$ cat config.mk
export PLATFORM = sky130hd
export DESIGN_NAME = multicycle_ctrl
export DESIGN_NICKNAME = d
export VERILOG_FILES = /design/src/rtl/multicycle_ctrl.sv
export SDC_FILE = /design/constraint.sdc
export NUM_CORES = 1
export LEC_CHECK = 0
export CORE_MARGIN = 2
export CORE_UTILIZATION = 47
export CTS_CLUSTER_DIAMETER = 120
export CTS_CLUSTER_SIZE = 24
export DETAILED_ROUTE_END_ITERATION = 16
export PLACE_DENSITY_LB_ADDON = 0.2
export SLEW_MARGIN = 20
export SYNTH_ARGS = -nofsm -noshare
export SYNTH_HDL_FRONTEND = slang
export SYNTH_SLANG_ARGS = --single-unit
$ cat constraint.sdc
create_clock -name clk -period 2.1 [get_ports clk]
set_input_delay 0.42 -clock clk [delete_from_list [all_inputs] [get_ports clk]]
set_output_delay 0.42 -clock clk [all_outputs]
set_load 0.005 [all_outputs]
$ cat src/rtl/multicycle_ctrl.sv
// Multi-cycle control FSM for a shared-memory RV32I datapath.
// One instruction phase per state; strobes gated off while reset is high.
module multicycle_ctrl #(
    parameter int CNT_W = 32
) (
    input  logic             clk,
    input  logic             rst,
    input  logic [6:0]       opcode,
    input  logic [2:0]       funct3,
    input  logic             funct7b5,
    input  logic             zero,
    input  logic             mem_ready,
    output logic             mem_req,
    output logic             AdrSrc,
    output logic             MemWrite,
    output logic             IRWrite,
    output logic             PCWrite,
    output logic             RegWrite,
    output logic [1:0]       ResultSrc,
    output logic [1:0]       ALUSrcA,
    output logic [1:0]       ALUSrcB,
    output logic [1:0]       ImmSrc,
    output logic [2:0]       ALUControl,
    output logic             halted,
    output logic [CNT_W-1:0] retired
);

    typedef enum logic [3:0] {
        FETCH,
        DECODE,
        MEMADR,
        MEMREAD,
        MEMWB,
        MEMWRITE,
        EXECR,
        EXECI,
        ALUWB,
        BEQ,
        JAL,
        HALT
    } state_t;

    localparam logic [6:0] OP_LW  = 7'b0000011;
    localparam logic [6:0] OP_SW  = 7'b0100011;
    localparam logic [6:0] OP_R   = 7'b0110011;
    localparam logic [6:0] OP_I   = 7'b0010011;
    localparam logic [6:0] OP_BEQ = 7'b1100011;
    localparam logic [6:0] OP_JAL = 7'b1101111;

    localparam logic [2:0] ALU_ADD = 3'b000;
    localparam logic [2:0] ALU_SUB = 3'b001;
    localparam logic [2:0] ALU_AND = 3'b010;
    localparam logic [2:0] ALU_OR  = 3'b011;
    localparam logic [2:0] ALU_SLT = 3'b101;

    localparam logic [1:0] SRC_PC    = 2'b00;
    localparam logic [1:0] SRC_OLDPC = 2'b01;
    localparam logic [1:0] SRC_RS1   = 2'b10;
    localparam logic [1:0] SRC_RS2   = 2'b00;
    localparam logic [1:0] SRC_IMM   = 2'b01;
    localparam logic [1:0] SRC_FOUR  = 2'b10;
    localparam logic [1:0] RES_OUT   = 2'b00;
    localparam logic [1:0] RES_DATA  = 2'b01;
    localparam logic [1:0] RES_ALU   = 2'b10;

    state_t state;
    state_t state_nx;

    logic is_lw;
    logic is_sw;
    logic is_r;
    logic is_i;
    logic is_beq;
    logic is_jal;
    logic f3_ok;

    logic req_c;
    logic mw_c;
    logic irw_c;
    logic pcw_c;
    logic rw_c;
    logic retire;
    logic [2:0] alu_ex;

    assign is_lw  = (opcode == OP_LW);
    assign is_sw  = (opcode == OP_SW);
    assign is_r   = (opcode == OP_R);
    assign is_i   = (opcode == OP_I);
    assign is_beq = (opcode == OP_BEQ);
    assign is_jal = (opcode == OP_JAL);
    assign f3_ok  = (funct3 == 3'b000) || (funct3 == 3'b010) ||
                    (funct3 == 3'b110) || (funct3 == 3'b111);

    // State register; reset abandons any access and restarts in FETCH
    always_ff @(posedge clk or posedge rst) begin
        if (rst) begin
            state <= FETCH;
        end else begin
            state <= state_nx;
        end
    end

    // ALU operation for register/immediate execute phases
    always_comb begin
        alu_ex = ALU_ADD;
        case (funct3)
            3'b000: begin
                if (state == EXECR && funct7b5) begin
                    alu_ex = ALU_SUB;
                end else begin
                    alu_ex = ALU_ADD;
                end
            end
            3'b010:  alu_ex = ALU_SLT;
            3'b110:  alu_ex = ALU_OR;
            3'b111:  alu_ex = ALU_AND;
            default: alu_ex = ALU_ADD;
        endcase
    end

    // Next-state and per-phase datapath controls
    always_comb begin
        state_nx   = state;
        req_c      = 1'b0;
        mw_c       = 1'b0;
        irw_c      = 1'b0;
        pcw_c      = 1'b0;
        rw_c       = 1'b0;
        retire     = 1'b0;
        AdrSrc     = 1'b0;
        ResultSrc  = 2'b00;
        ALUSrcA    = 2'b00;
        ALUSrcB    = 2'b00;
        ALUControl = ALU_ADD;
        case (state)
            FETCH: begin
                req_c     = 1'b1;
                ALUSrcA   = SRC_PC;
                ALUSrcB   = SRC_FOUR;
                ResultSrc = RES_ALU;
                irw_c     = mem_ready;
                pcw_c     = mem_ready;
                if (mem_ready) begin
                    state_nx = DECODE;
                end
            end
            DECODE: begin
                // branch target lands in ALUOut for BEQ
                ALUSrcA = SRC_OLDPC;
                ALUSrcB = SRC_IMM;
                unique case (1'b1)
                    is_lw, is_sw:            state_nx = MEMADR;
                    is_r && f3_ok:           state_nx = EXECR;
                    is_i && f3_ok:           state_nx = EXECI;
                    is_beq && funct3 == 3'b0: state_nx = BEQ;
                    is_jal:                  state_nx = JAL;
                    default:                 state_nx = HALT;
                endcase
            end
            MEMADR: begin
                ALUSrcA  = SRC_RS1;
                ALUSrcB  = SRC_IMM;
                state_nx = is_sw ? MEMWRITE : MEMREAD;
            end
            MEMREAD: begin
                req_c  = 1'b1;
                AdrSrc = 1'b1;
                if (mem_ready) begin
                    state_nx = MEMWB;
                end
            end
            MEMWB: begin
                ResultSrc = RES_DATA;
                rw_c      = 1'b1;
                retire    = 1'b1;
                state_nx  = FETCH;
            end
            MEMWRITE: begin
                req_c  = 1'b1;
                AdrSrc = 1'b1;
                mw_c   = 1'b1;
                if (mem_ready) begin
                    retire   = 1'b1;
                    state_nx = FETCH;
                end
            end
            EXECR: begin
                ALUSrcA    = SRC_RS1;
                ALUSrcB    = SRC_RS2;
                ALUControl = alu_ex;
                state_nx   = ALUWB;
            end
            EXECI: begin
                ALUSrcA    = SRC_RS1;
                ALUSrcB    = SRC_IMM;
                ALUControl = alu_ex;
                state_nx   = ALUWB;
            end
            ALUWB: begin
                ResultSrc = RES_OUT;
                rw_c      = 1'b1;
                retire    = 1'b1;
                state_nx  = FETCH;
            end
            BEQ: begin
                ALUSrcA    = SRC_RS1;
                ALUSrcB    = SRC_RS2;
                ALUControl = ALU_SUB;
                ResultSrc  = RES_OUT;
                pcw_c      = zero;
                retire     = 1'b1;
                state_nx   = FETCH;
            end
            JAL: begin
                // PC <- target now, rd <- PC+4 in ALUWB
                ALUSrcA   = SRC_OLDPC;
                ALUSrcB   = SRC_FOUR;
                ResultSrc = RES_OUT;
                pcw_c     = 1'b1;
                state_nx  = ALUWB;
            end
            HALT: begin
                state_nx = HALT;
            end
            default: begin
                state_nx = FETCH;
            end
        endcase
    end

    // Immediate format follows the opcode directly
    always_comb begin
        ImmSrc = 2'b00;
        case (opcode)
            OP_SW:   ImmSrc = 2'b01;
            OP_BEQ:  ImmSrc = 2'b10;
            OP_JAL:  ImmSrc = 2'b11;
            default: ImmSrc = 2'b00;
        endcase
    end

    assign mem_req  = req_c & ~rst;
    assign MemWrite = mw_c & ~rst;
    assign IRWrite  = irw_c & ~rst;
    assign PCWrite  = pcw_c & ~rst;
    assign RegWrite = rw_c & ~rst;
    assign halted   = (state == HALT);

    // Retired-instruction counter, wraps naturally
    always_ff @(posedge clk or posedge rst) begin
        if (rst) begin
            retired <= '0;
        end else if (retire) begin
            retired <= retired + {{(CNT_W-1){1'b0}}, 1'b1};
        end
    end

endmodule

==> results.cfg <==
[status]
status = finished clean

[timing]
setup-tns-final_ps = 0
holdWs_ps = 480
layout_min_cycle_time_ps = 2050
clock.fmax_mhz = 489
timing.final.max_slew_violations = 0
rsz0062_at_grt = true
fin_skew_ps = 11.4
setup_violations = 0
layout_worst_path_cycle_share_pct = 97.4
tightest_slew_ps = 454
slew_headroom_pct = 69.7
finalHoldViolCount = 0
layout_setup_ws_ps = 54.7

[pwr]
clkPwrFrac_pct = 16.2
p_leak_nw = 1.50
p_per_area_mw_per_mm2 = 911
power_frac_seq_pct = 30.3
p_sw_mw = 1.14
ir_drop_v = 0.000646
swShare_pct = 37.8
internal_power_mw = 1.88
comb_power_share_pct = 53.5

[synth]
syn_area_per_cell_um2 = 9.68
syn_inst = 214
synth_seq_cells = 36
synth_ff_type = dfrtp_1
synth_nets = 230
synth_edf_count = 0
synth_cell_type_count = 46
async_flop_share_pct = 100
ys_warn_count = 0
netlist_area_mm2 = 0.00207
synth-seq-area-share_pct = 43.5

[grt]
grt_max_degree = 37
antenna_found_initial = 0
grt_pass1_vias = 2115
overflow = 0
grt_pass1_wl_um = 9650
grt_usage_pct = 24.0

[routing]
ant_nets = 0
first_pass_iters = 4
drc = 0
wl_um = 5700
avgRoutedWirePerCell_um = 14.8
vias_per_cell = 5.48
drtIter0Drc = 115
via_count = 2103

[clock_network]
cts_hold_buffers = 0
cts_buffers = 5
clk_pin_slew_worst_paths_ps = 70
cts-root-buf = clkbuf_8
ctsLongestPathBuffers = 2
cts.htree.levels = 2
cts_tree = done
clock_sinks = 36
clk-insertion-delay-late_ps = 290

[die]
core-area_mm2 = 0.00429
dieArea_mm2 = 0.00496
die_w_um = 70.4
initial_utilization_pct = 48.3
die_h_um = 70.4
row_count = 24
io_pins = 65

[setup_path]
r2r_slack_ps = 230
cp-end-kind = output pin
worstPathMaxFanout = 5
crit_type = reg2out
required_ps = 1680
critPathSlowestCell = dfrtp_2
crit_chain = buf_4 -> nor2b_2 -> nand3_1 -> buf_4 -> nor2_1 -> dlygate4sd2_1
cpPeakStageDelay_ps = 440
cpMostUsedCell = buf_4
crit_arrival_ps = 1630
start_kind = register

[placed_design]
pre_cts_slack_ps = -381
port_buffers = 64
dp.cells = 361
routabilityCongestion = 0.944
dp_hpwl_um = 3940

[min_path]
min_path_type = reg2reg

[final_layout]
antenna_cells = 0
final_core_util_pct = 77.1
layout.nets = 347
fin_cells = 384
drive_gt1_share_pct = 28.6
areaGrowthSynthToFinish_pct = 59.7

[job]
cap_violations = 0
-- metal layers --
metal  vias up  part of all wire, %  track usage [%]
met1      1030                   44             31.0
met2        59                   49             40.4
li1       1007                    -                -
met4         0                 0.91             6.62
met5         -                    0                0
met3         7                  6.1             5.48
-- synthesized netlist by cell type, drive strengths merged (2+ instances only) --
master,number,share of area [%]
dfrtp,36,43
xnor2,27,11
nand2,24,4.3
nand4,15,5.3
nand3,13,3.1
nor2,12,2.3
and3,9,2.7
nor3,8,2.2
nor4,7,2.8
xor2,7,3.0
o21ai,6,1.4
buf,5,1.1
and4,4,1.8
inv,4,0.72
nor2b,4,1.2
or2,4,1.2
a21oi,3,0.72
clkbuf,3,0.54
o32ai,3,1.3
a211oi,2,0.72
a31o,2,0.85
nand2b,2,0.97
o22ai,2,0.60
-- repair_timing --
action / in CTS / in global routing
endpoints found under the setup margin: 18 / 10
setup buffers: 13 / 3
resized for setup: 44 / 13
pin swaps: 5 / 6
-- layout make-up --
type                       instances  area, um^2
multi-input combinational        166        1200
timing repair buffer             118        1030
fill                             318         985
sequential                        36         905
clock buffer                       5        68.8
tap                               52        65.1
inverter                           4        20.0
clock inverter                     3        18.8
-- metrics by stage --
| stage | power, mW | instance area [um^2] |
|---|---|---|
| 6_report | 3.01 | 3310 |
| 5_1_grt | 3.22 | 3310 |
| 4_1_cts | 2.96 | 3260 |
| 3_5_place_dp | 2.41 | 3040 |
| 3_3_place_gp | 2.39 | 3040 |
| 2_1_floorplan | 1.64 | 2070 |
-- power groups by stage --
| stage | logic (mW) | registers [mW] | clock network [mW] |
|---|---|---|---|
| after floorplan | 0.754 | 0.882 | 0 |
| after global routing | 1.76 | 0.930 | 0.527 |
| after CTS | 1.55 | 0.907 | 0.499 |
| final | 1.61 | 0.915 | 0.488 |
| after global placement | 1.48 | 0.915 | 0 |
| after detailed placement | 1.49 | 0.918 | 0 |
-- critical path: cells and delay by family (launching register included) --
| family | cells | cell delay, ps |
|---|---|---|
| buffers and inverters | 3 | 550 |
| and+or+nand+nor | 3 | 340 |
| DFF | 1 | 440 |
-- cells in the final DEF (no fill, tap or decap), drive strengths merged --
cell / n
a2111oi: 1
a211oi: 2
a21oi: 3
a22o: 1
a22oi: 1
a31o: 2
a31oi: 1
and3: 9
and4: 4
buf: 55
clkbuf: 6
clkdlybuf4s50: 41
clkinv: 4
dfrtp: 36
dlygate4sd2: 18
dlymetal6s2s: 3
ha: 1
inv: 3
mux2: 1
nand2: 24
nand2b: 2
nand3: 13
nand4: 15
nor2: 12
nor2b: 4
nor3: 8
nor4: 7
nor4b: 1
o2111a: 1
o21a: 1
o21ai: 6
o22ai: 2
o31a: 1
o31ai: 1
o32ai: 3
or2: 4
or3: 1
xnor2: 27
xor2: 7
-- cell families after synthesis --
logic type / count (synthesis) / synth area share [%]
AO/OA/AOI/OAI: 26 / 9.18
buffers and inverters: 12 / 2.42
multiplexers: 1 / 0.543
flip-flops: 36 / 43.5
adder cells (fa/ha/maj): 1 / 0.604
XOR/XNOR: 34 / 14.4
AND/OR/NAND/NOR: 104 / 29.4
-- sequential cells by signal (all words and copies together), names as in the netlist --
| name | count |
|---|---|
| retired | 32 |
| state | 4 |
-- final timing paths --
| check | start | to | depth (start not counted) |
|---|---|---|---|
| min in group asynchronous | rst | retired[25] | 3 |
| worst max-delay path | state[3] | ALUControl[2] | 6 |
| worst max register to register | state[2] | retired[26] | 8 |
| worst min register to register | retired[31] | retired[31] | 1 |
| worst min-delay path | retired[31] | retired[31] | 1 |
| max in group asynchronous | rst | state[0] | 3 |
Power figures use the tool's default switching activity.
